**src/rtl/sparc_ifu_thrsched.sv**
```systemverilog
// Fetch-thread scheduler for the 4-thread IFU: per-thread run-state FSMs,
// least-recently-granted arbitration with a run quantum, registered one-hot select.
module sparc_ifu_thrsched #(
  parameter int QUANTUM = 8
) (
  input  logic       i_clk,
  input  logic       i_reset,
  input  logic       i_se,
  input  logic       i_si,
  output logic       o_so,
  input  logic [3:0] i_thr_start,
  input  logic [3:0] i_thr_stop,
  input  logic [3:0] i_miss,
  input  logic [3:0] i_fill_early,
  input  logic [3:0] i_fill_cancel,
  input  logic [3:0] i_fill_done,
  input  logic       i_sw_req,
  input  logic       i_stall,
  output logic [3:0] o_thr_sel,
  output logic       o_thr_sel_spec,
  output logic [7:0] o_thr_state
);

  localparam logic [1:0] ST_DEAD = 2'b00;
  localparam logic [1:0] ST_RDY  = 2'b01;
  localparam logic [1:0] ST_WAIT = 2'b10;
  localparam logic [1:0] ST_SPEC = 2'b11;
  localparam logic [3:0] QMAX    = 4'(QUANTUM - 1);
  localparam int         CHAIN   = 25;

  logic [7:0] r_state;
  logic [3:0] r_sel;
  logic       r_sel_spec;
  logic [3:0] r_qcnt;
  // Four 2-bit thread ids; slot 0 (bits 1:0) is MRU, slot 3 is LRU.
  logic [7:0] r_lru;

  logic [7:0] w_state_nxt;
  logic [3:0] w_rdy_vec;
  logic [3:0] w_spec_vec;
  logic [3:0] w_cand;
  logic [1:0] w_sel_state;
  logic       w_sel_elig;
  logic       w_other_rdy;
  logic       w_sw;
  logic       w_pick_valid;
  logic       w_pick_spec;
  logic [1:0] w_pick_slot;
  logic [1:0] w_pick_thr;
  logic [7:0] w_lru_nxt;
  logic [3:0] w_sel_nxt;
  logic       w_spec_nxt;
  logic [3:0] w_qcnt_nxt;
  logic [CHAIN-1:0] w_chain_cur;
  logic [CHAIN-1:0] w_chain_func;
  logic [CHAIN-1:0] w_chain_nxt;

  always_comb begin
    w_state_nxt = r_state;
    for (int t = 0; t < 4; t++) begin
      if (i_thr_stop[t]) begin
        w_state_nxt[2*t +: 2] = ST_DEAD;
      end else begin
        case (r_state[2*t +: 2])
          ST_DEAD: if (i_thr_start[t]) w_state_nxt[2*t +: 2] = ST_RDY;
          ST_RDY:  if (i_miss[t])      w_state_nxt[2*t +: 2] = ST_WAIT;
          ST_WAIT: begin
            if (i_fill_done[t])       w_state_nxt[2*t +: 2] = ST_RDY;
            else if (i_fill_early[t]) w_state_nxt[2*t +: 2] = ST_SPEC;
          end
          default: begin
            if (i_fill_done[t])        w_state_nxt[2*t +: 2] = ST_RDY;
            else if (i_fill_cancel[t]) w_state_nxt[2*t +: 2] = ST_WAIT;
          end
        endcase
      end
    end
  end

  always_comb begin
    w_rdy_vec   = 4'b0000;
    w_spec_vec  = 4'b0000;
    w_sel_state = ST_DEAD;
    for (int t = 0; t < 4; t++) begin
      w_rdy_vec[t]  = (r_state[2*t +: 2] == ST_RDY);
      w_spec_vec[t] = (r_state[2*t +: 2] == ST_SPEC);
      if (r_sel[t]) w_sel_state = r_state[2*t +: 2];
    end
  end

  assign w_sel_elig  = (r_sel != 4'b0000) &&
                       (r_sel_spec ? (w_sel_state == ST_SPEC || w_sel_state == ST_RDY)
                                   : (w_sel_state == ST_RDY));
  assign w_other_rdy = |(w_rdy_vec & ~r_sel);
  assign w_sw        = ~i_stall & ((r_sel == 4'b0000) | ~w_sel_elig | i_sw_req |
                                   ((r_qcnt == QMAX) & w_other_rdy));

  // Walk MRU to LRU so the last candidate hit is the least recently granted.
  always_comb begin
    w_cand       = (w_rdy_vec != 4'b0000) ? w_rdy_vec : w_spec_vec;
    w_pick_spec  = (w_rdy_vec == 4'b0000) && (w_spec_vec != 4'b0000);
    w_pick_valid = 1'b0;
    w_pick_slot  = 2'd0;
    for (int s = 0; s < 4; s++) begin
      if (w_cand[r_lru[2*s +: 2]]) begin
        w_pick_valid = 1'b1;
        w_pick_slot  = 2'(s);
      end
    end
  end

  assign w_pick_thr = r_lru[2*w_pick_slot +: 2];

  always_comb begin
    w_lru_nxt = r_lru;
    if (w_sw && w_pick_valid) begin
      for (int s = 1; s < 4; s++) begin
        if (s <= int'(w_pick_slot)) w_lru_nxt[2*s +: 2] = r_lru[2*(s-1) +: 2];
      end
      w_lru_nxt[1:0] = w_pick_thr;
    end
  end

  always_comb begin
    w_sel_nxt  = r_sel;
    w_spec_nxt = r_sel_spec;
    w_qcnt_nxt = r_qcnt;
    if (!i_stall) begin
      if (w_sw) begin
        w_sel_nxt  = w_pick_valid ? (4'b0001 << w_pick_thr) : 4'b0000;
        w_spec_nxt = w_pick_valid & w_pick_spec;
      end else if (r_sel_spec && w_sel_state == ST_RDY) begin
        w_spec_nxt = 1'b0;
      end
      if (w_sel_nxt == 4'b0000 || w_sel_nxt != r_sel) w_qcnt_nxt = 4'd0;
      else if (r_qcnt != QMAX)                        w_qcnt_nxt = r_qcnt + 4'd1;
    end
  end

  // Scan shifts every flop as one chain; functional update otherwise.
  assign w_chain_cur  = {r_state, r_sel, r_sel_spec, r_qcnt, r_lru};
  assign w_chain_func = {w_state_nxt, w_sel_nxt, w_spec_nxt, w_qcnt_nxt, w_lru_nxt};
  assign w_chain_nxt  = i_se ? {w_chain_cur[CHAIN-2:0], i_si} : w_chain_func;

  always_ff @(posedge i_clk) begin
    if (i_reset) begin
      {r_state, r_sel, r_sel_spec, r_qcnt, r_lru} <=
        {8'h00, 4'h0, 1'b0, 4'h0, 8'b11_10_01_00};
    end else begin
      {r_state, r_sel, r_sel_spec, r_qcnt, r_lru} <= w_chain_nxt;
    end
  end

  assign o_so           = w_chain_cur[CHAIN-1];
  assign o_thr_sel      = r_sel;
  assign o_thr_sel_spec = r_sel_spec;
  assign o_thr_state    = r_state;

endmodule

```
**config.mk**
```make
export PLATFORM = sky130hd
export DESIGN_NAME = sparc_ifu_thrsched
export DESIGN_NICKNAME = d
export VERILOG_FILES = /design/src/rtl/sparc_ifu_thrsched.sv
export SDC_FILE = /design/constraint.sdc
export NUM_CORES = 1
export LEC_CHECK = 0
export CORE_MARGIN = 10
export CORE_UTILIZATION = 52
export CTS_CLUSTER_DIAMETER = 30
export DETAILED_ROUTE_END_ITERATION = 10
export GPL_TIMING_DRIVEN = 0
export PLACE_DENSITY = 0.82
export SLEW_MARGIN = 0
export SYNTH_ARGS = -nofsm -noshare
export SYNTH_HDL_FRONTEND = slang
export SYNTH_SLANG_ARGS = --single-unit
```
**constraint.sdc**
```tcl
create_clock -name i_clk -period 3.5 [get_ports i_clk]
set_input_delay 0.875 -clock i_clk [delete_from_list [all_inputs] [get_ports i_clk]]
set_output_delay 0.875 -clock i_clk [all_outputs]
set_load 0.02 [all_outputs]
```
==> results.ini, run 1 <==
[cts]
clock_latency_ns=0.29
cts_setup_buffers=0
cts.hold.buffers_added=0
ctsRootBufferMaster=clkbuf_8
clock-sinks=25
clkSlewWorstSetupHoldPaths_ns=0.10
cts_tree=built
htree_levels=1
cts_buffer_depth=2
post_cts_resized=0
cts-buffers-inserted=3

[worst_setup_path]
crit_type=reg -> reg
arrival_ns=3.53
crit_path_cell_trace=buf_2 -> or2b_1 -> a41oi_1 -> mux4_2 -> nand4_1 -> and2_1 -> clkbuf_1 -> o2111a_1 -> nor4b_4 -> nand3_2 -> a2111oi_2
worst_path_max_delay_cell=a41oi_1
crit_path_end_kind=register
path_max_fanout=9
max_stage_delay_ns=0.45
start_kind=register
crit_required_ns=3.70

[routing]
via_per_inst=6.37
drtPass1Iterations=5
detail_route.wl_per_cell_um=17.3
postRouteAntennaNets=0
drc=0
num_vias=2356
routed_wl_mm=6.40
drt_iter0_drc=220

[timing]
slew_headroom=0.573
max_freq_mhz=300
post-route-min-period_ns=3.33
maxSlewViolCount=0
setup_viol=0
post-route-period-util=0.952
finalClockSkew_ns=0.0123
setup_slack_ns=0.167
worst_slew_pin_slew_ns=0.640
hold_violations=0
grt_setup_unrepaired=true

[grt]
grt_pass1_vias=2071
overflow=0
grt_antenna_before_repair=0
grt_max_degree=16
grt_use_total=0.168
grt_pass1_wl_mm=10.1

[pwr]
power.share.sequential=0.394
p_clk_frac=0.228
p_sw_frac=0.364
pwr-share-comb=0.378
power_density_nw_per_um2=308
ir_worst_vdd_mv=0.199
total_power_mw=0.834
p_leak_nw=0.984
intPower_mw=0.531
switchingPower_mw=0.303

[die]
initial_utilization=0.539
design.die.area_um2=7120
core_area_um2=4000
num_rows=23
ioPinCount=44
die_x_um=84.4
die_y_um=84.4

[yosys]
yosys_warnings=0
ys.flop_type=dfxtp_1
synth_nets=305
syn_area_um2=2160
avgSynthCellArea_um2=7.87
async_flop_share=0
yosysSeqAreaShare=0.232
synth_edf_count=0
synthCells=274
synthDistinctLibCells=65
ys_seq_elements=25

[final_layout]
fin_nets=352
layout-drive-gt1-share=0.103
multi_input_area_um2=1540
seq_area_um2=500
final_common_cell=clkdlybuf4s50_1
antenna_cells=0
n_fill_cell=349
postLayoutCoreUtil=0.678
fin_area_um2=2710
syn_to_final_growth_pct=25.6
layout_common_cells=clkdlybuf4s50_1, nor2_1, a21oi_1, dfxtp_1, nand2_1
stdcell_count=370

[place]
dp_hpwl_mm=4.74
gp_congestion=0.914
dp_slack_ns=-0.0877
placed_area_um2=2640
place_inst=366
port_buffers=42

[hold_path]
hp-class=reg -> reg

[job]
maxCapViolations=0

[outcome]
outcome=complete, no violations

-- final cells by class --
type	count	area share
flip-flops and latches	25	0.185
well taps	50	0.0231
plain buffers	23	0.0402
clock buffers	3	0.0152
clock inverters	1	0.00277
repair buffers	42	0.155
inverters	9	0.0125
multi-input cells	217	0.566
-- cell families (layout without fill, tap and decap cells) --
family | after synthesis | in the layout | synth area share
DFF | 25 | 25 | 0.232
buffers and inverters | 32 | 78 | 0.0650
xor gates and xnor gates | 1 | 1 | 0.00406
adders and majority gates | 2 | 2 | 0.0104
muxes | 17 | 17 | 0.110
and+or+nand+nor | 113 | 113 | 0.287
AOI/OAI and AO/OA | 84 | 84 | 0.291
-- power groups by stage --
| stage | registers [mW] | clock network [mW] | logic [mW] |
|---|---|---|---|
| final | 0.328 | 0.190 | 0.315 |
| after global routing | 0.331 | 0.204 | 0.345 |
| after CTS | 0.327 | 0.192 | 0.305 |
| after detailed placement | 0.333 | 0 | 0.304 |
| after global placement | 0.333 | 0 | 0.299 |
| after floorplan | 0.336 | 0 | 0.203 |
-- worst max-delay path: cells and delay by family (launching register included) --
kind	cells	cell delay (ns)
multiplexers	1	0.40
AO/OA/AOI/OAI	3	0.96
buffers and inverters	2	0.35
AND/OR/NAND/NOR	5	1.22
flip-flops	1	0.33
-- layer usage --
metal  part of all wire  GRT usage  up-vias
met4              0.019     0.0524        0
met2               0.45      0.266       98
met1               0.45      0.221     1122
met3              0.079     0.0338       12
met5                  0          0        -
li1                   -          -     1124
-- stage by stage --
stage | hold slack, ns | setup TNS [ns]
floorplan | 0.476 | 0
global placement | 0.511 | -0.0407
detailed placement | 0.524 | -0.279
CTS | 0.541 | 0
global route | 0.563 | -0.0236
finish | 0.541 | 0
-- worst paths after layout --
| kind | to | cells past startpoint | slack, ns | from |
|---|---|---|---|---|
| setup / recovery | r_qcnt[3] | 11 | 0.17 | o_thr_state[7] |
| hold / removal | r_lru[1] | 2 | 0.54 | r_lru[0] |
| setup reg to reg | r_qcnt[3] | 11 | 0.17 | o_thr_state[7] |
| hold reg to reg | r_lru[1] | 2 | 0.54 | r_lru[0] |
-- synthesized netlist by cell type (4+ instances only) --
cell      number  share of area
a211o_1        4          0.016
a211oi_1       7          0.024
a21oi_1       28          0.065
buf_2          4         0.0093
clkbuf_1      13          0.023
dfxtp_1       25           0.23
inv_1          8          0.014
mux2_2         4          0.021
mux2i_1        8          0.037
nand2_1       17          0.030
nand2b_1       8          0.023
nor2_1        29          0.050
nor2b_1       12          0.035
nor3_1        14          0.032
nor3b_1        6          0.021
nor4_1         5          0.015
o21ai_0        6          0.014
-- state kept, by name (all words and copies together), names as in the netlist --
| register | cells |
|---|---|
| o_thr_sel | 4 |
| r_qcnt | 4 |
| r_lru | 8 |
| o_thr_sel_spec | 1 |
| o_thr_state | 8 |
Note: power is estimated with default switching activity, not from simulation.
==> run 2: changes to the inputs <==
--- a/config.mk
+++ b/config.mk
@@ -5,6 +5,7 @@
 export SDC_FILE = /design/constraint.sdc
 export NUM_CORES = 1
 export LEC_CHECK = 0
+export CORE_ASPECT_RATIO = 0.5
 export CORE_MARGIN = 10
 export CORE_UTILIZATION = 52
 export CTS_CLUSTER_DIAMETER = 30
==> run 2 against run 1 <==
Net effect: total power down 0.38%; global-route usage up 1.2 points; sequential share of layout area down 0.14 points; clock skew down 0.0013 ns; first-iteration DRC count down 5.0%; fmax down 1.1%; register-to-register slack worse by 0.04 ns; worst hold slack worse by 0.0070 ns; clock-buffer cell count unchanged; combinational power up 2%; wire length up 6.8%; setup slack worse by 0.037 ns; critical path type unchanged; largest power group unchanged.
==> results.ini, run 2 (synthesis results as in run 1) <==
[timing]
post-route-period-util=0.963  ; +0.0106
worst_slew_pin_slew_ns=0.713  ; +0.0724 ns
post-route-min-period_ns=3.37  ; +0.0372 ns
setup_viol=0  ; unchanged
max_freq_mhz=297  ; -1.1%
fin_setup_tns_ns=0  ; unchanged
maxSlewViolCount=0  ; unchanged
grt_setup_unrepaired=true
holdWs_ns=0.534  ; -0.00696 ns
slew_headroom=0.525  ; -0.0483
hold_violations=0  ; unchanged
finalClockSkew_ns=0.0110  ; -0.00130 ns

[worst_setup_path]
rr_endpoint=r_qcnt[3]
start_kind=register
max_stage_delay_ns=0.57  ; +0.12 ns
crit_path_cell_trace=buf_2 -> or2b_1 -> a41oi_2 -> mux4_2 -> mux2_4 -> o211a_1 -> a2111oi_2 -> nor4b_4 -> buf_4 -> and3_1 -> a2111oi_2
arrival_ns=3.55  ; +0.02 ns
worst_path_max_delay_cell=mux4_2
r2r_cells=11  ; unchanged
crit_top_cell=a2111oi_2
crit_start=o_thr_state[7]
rr_startpoint=o_thr_state[7]
regToRegSetupSlack_ns=0.13  ; -0.04 ns
crit_path_end_kind=register
path_max_fanout=9  ; unchanged
crit_type=reg -> reg
crit_required_ns=3.68  ; -0.02 ns

[cts]
clkSlewWorstSetupHoldPaths_ns=0.10  ; about the same
cts.hold.buffers_added=0  ; unchanged
htree_levels=1  ; unchanged
cts_buffer_depth=2  ; unchanged
ctsRootBufferMaster=clkbuf_8
cts-buffers-inserted=3  ; unchanged
clock_latency_ns=0.28  ; about the same
cts_tree=built
clock-sinks=25  ; unchanged

[final_layout]
fin_area_um2=2730  ; +0.78%
postLayoutCoreUtil=0.693  ; +0.0151
layout_common_cells=clkdlybuf4s50_1, nor2_1, a21oi_1, dfxtp_1, nand2_1
antenna_cells=0  ; unchanged
final_common_cell=clkdlybuf4s50_1
syn_to_final_growth_pct=26.6
layout-drive-gt1-share=0.119  ; +0.0156
fin_nets=352  ; unchanged

[grt]
grt_pass1_wl_mm=11.0  ; +9.2%
grt_pass1_vias=2194  ; +5.9%
grt_use_total=0.180  ; +0.0121
grt_max_degree=15  ; -1
grt_antenna_before_repair=0  ; unchanged
overflow=0  ; unchanged

[die]
ioPinCount=44  ; unchanged
core_area_um2=3940  ; -1.4%
die_x_um=111  ; +32%
num_rows=16  ; -30%
initial_utilization=0.547  ; +0.00770
die_y_um=65.5  ; -22%
design.die.area_um2=7280  ; +2.2%

[routing]
drtPass1Iterations=7  ; +2
postRouteAntennaNets=0  ; unchanged
routed_wl_mm=6.83  ; +6.8%
drc=0  ; unchanged
detail_route.wl_per_cell_um=18.3  ; +5.7%
drt_iter0_drc=209  ; -5.0%
via_per_inst=6.29  ; -1.2%
num_vias=2353  ; -0.13%

[hold_path]
holdCritStartpoint=r_lru[0]
holdPathStages=2  ; unchanged
holdPathEnd=r_lru[1]
hp-class=reg -> reg

[pwr]
ir_worst_vdd_mv=0.187  ; -6.1%
total_power_mw=0.831  ; -0.38%
power_density_nw_per_um2=304  ; -1.2%
p_leak_nw=0.997  ; +1.3%

[place]
dp_hpwl_mm=5.11  ; +8.0%
port_buffers=42  ; unchanged
gp_congestion=0.968  ; +5.9%
placed_area_um2=2650  ; +0.19%

[job]
maxCapViolations=0  ; unchanged

[outcome]
outcome=complete, no violations

[run 2: cell count changes in the layout (fill, tap and decap cells not counted), sizes merged]
| cell | before | now |
|---|---|---|
| buf | 10 | 11 |
| clkbuf | 16 | 15 |
| clkinv | 0 | 1 |
| clkinvlp | 1 | 0 |
[run 2: worst max path at each step]
| stage | slack (ns) | to | cells past startpoint |
|---|---|---|---|
| after global routing | -0.03 | r_qcnt[3] | 11 |
| after floorplan | 0.35 | r_qcnt[3] | 10 |
| final | 0.13 | r_qcnt[3] | 11 |
| after CTS | 0.08 | r_qcnt[3] | 11 |
| after detailed placement | -0.11 | r_qcnt[3] | 10 |
| after global placement | -0.07 | r_qcnt[0] | 10 |
[run 2: metrics by stage]
| stage | setup WS [ns] | instances |
|---|---|---|
| floorplan | 0.349 | 274 |
| global placement | -0.0731 | 370 |
| detailed placement | -0.111 | 370 |
| CTS | 0.0840 | 374 |
| global route | -0.0338 | 374 |
| finish | 0.130 | 374 |
[run 2: layout make-up]
cell class	instances	area, um2
Buffer	22	106
Fill cell	330	1210
Multi-Input combinational cell	217	1550
Clock inverter	1	5.00
Inverter	9	33.8
Timing Repair Buffer	43	428
Tap cell	54	67.6
Clock buffer	3	41.3
Sequential cell	25	500
[run 2: worst max-delay path: cells and delay by family, from the launching register on]
family | cells | cell delay (ns)
compound gates | 4 | 1.05
mux | 2 | 0.93
simple gates | 3 | 0.53
buf+inv | 2 | 0.40
flops | 1 | 0.36
[run 2: timing repair]
item | CTS | global route
endpoints found under the setup margin | 0 | 6
buffers inserted | 0 | 1
resized for setup | 0 | 12
[run 2: per-layer routing]
| layer | track usage | share of wire |
|---|---|---|
| met1 | 0.247 | 0.47 |
| met2 | 0.287 | 0.44 |
| met3 | 0.0299 | 0.069 |
| met4 | 0.0462 | 0.012 |
| met5 | 0 | 0 |
[run 2: power by group]
| part | switching (mW) | total (mW) | internal (mW) |
|---|---|---|---|
| combinational | 0.174 | 0.320 | 0.146 |
| clock | 0.102 | 0.182 | 0.0800 |
| sequential | 0.0248 | 0.329 | 0.304 |
==> run 3: changes to the inputs <==
--- a/config.mk
+++ b/config.mk
@@ -5,6 +5,7 @@
 export SDC_FILE = /design/constraint.sdc
 export NUM_CORES = 1
 export LEC_CHECK = 0
+export CAP_MARGIN = 20
 export CORE_ASPECT_RATIO = 0.5
 export CORE_MARGIN = 10
 export CORE_UTILIZATION = 52
==> results of run 3 <==
Same layout as run 2: the final DEF is identical, and so are final timing and power.
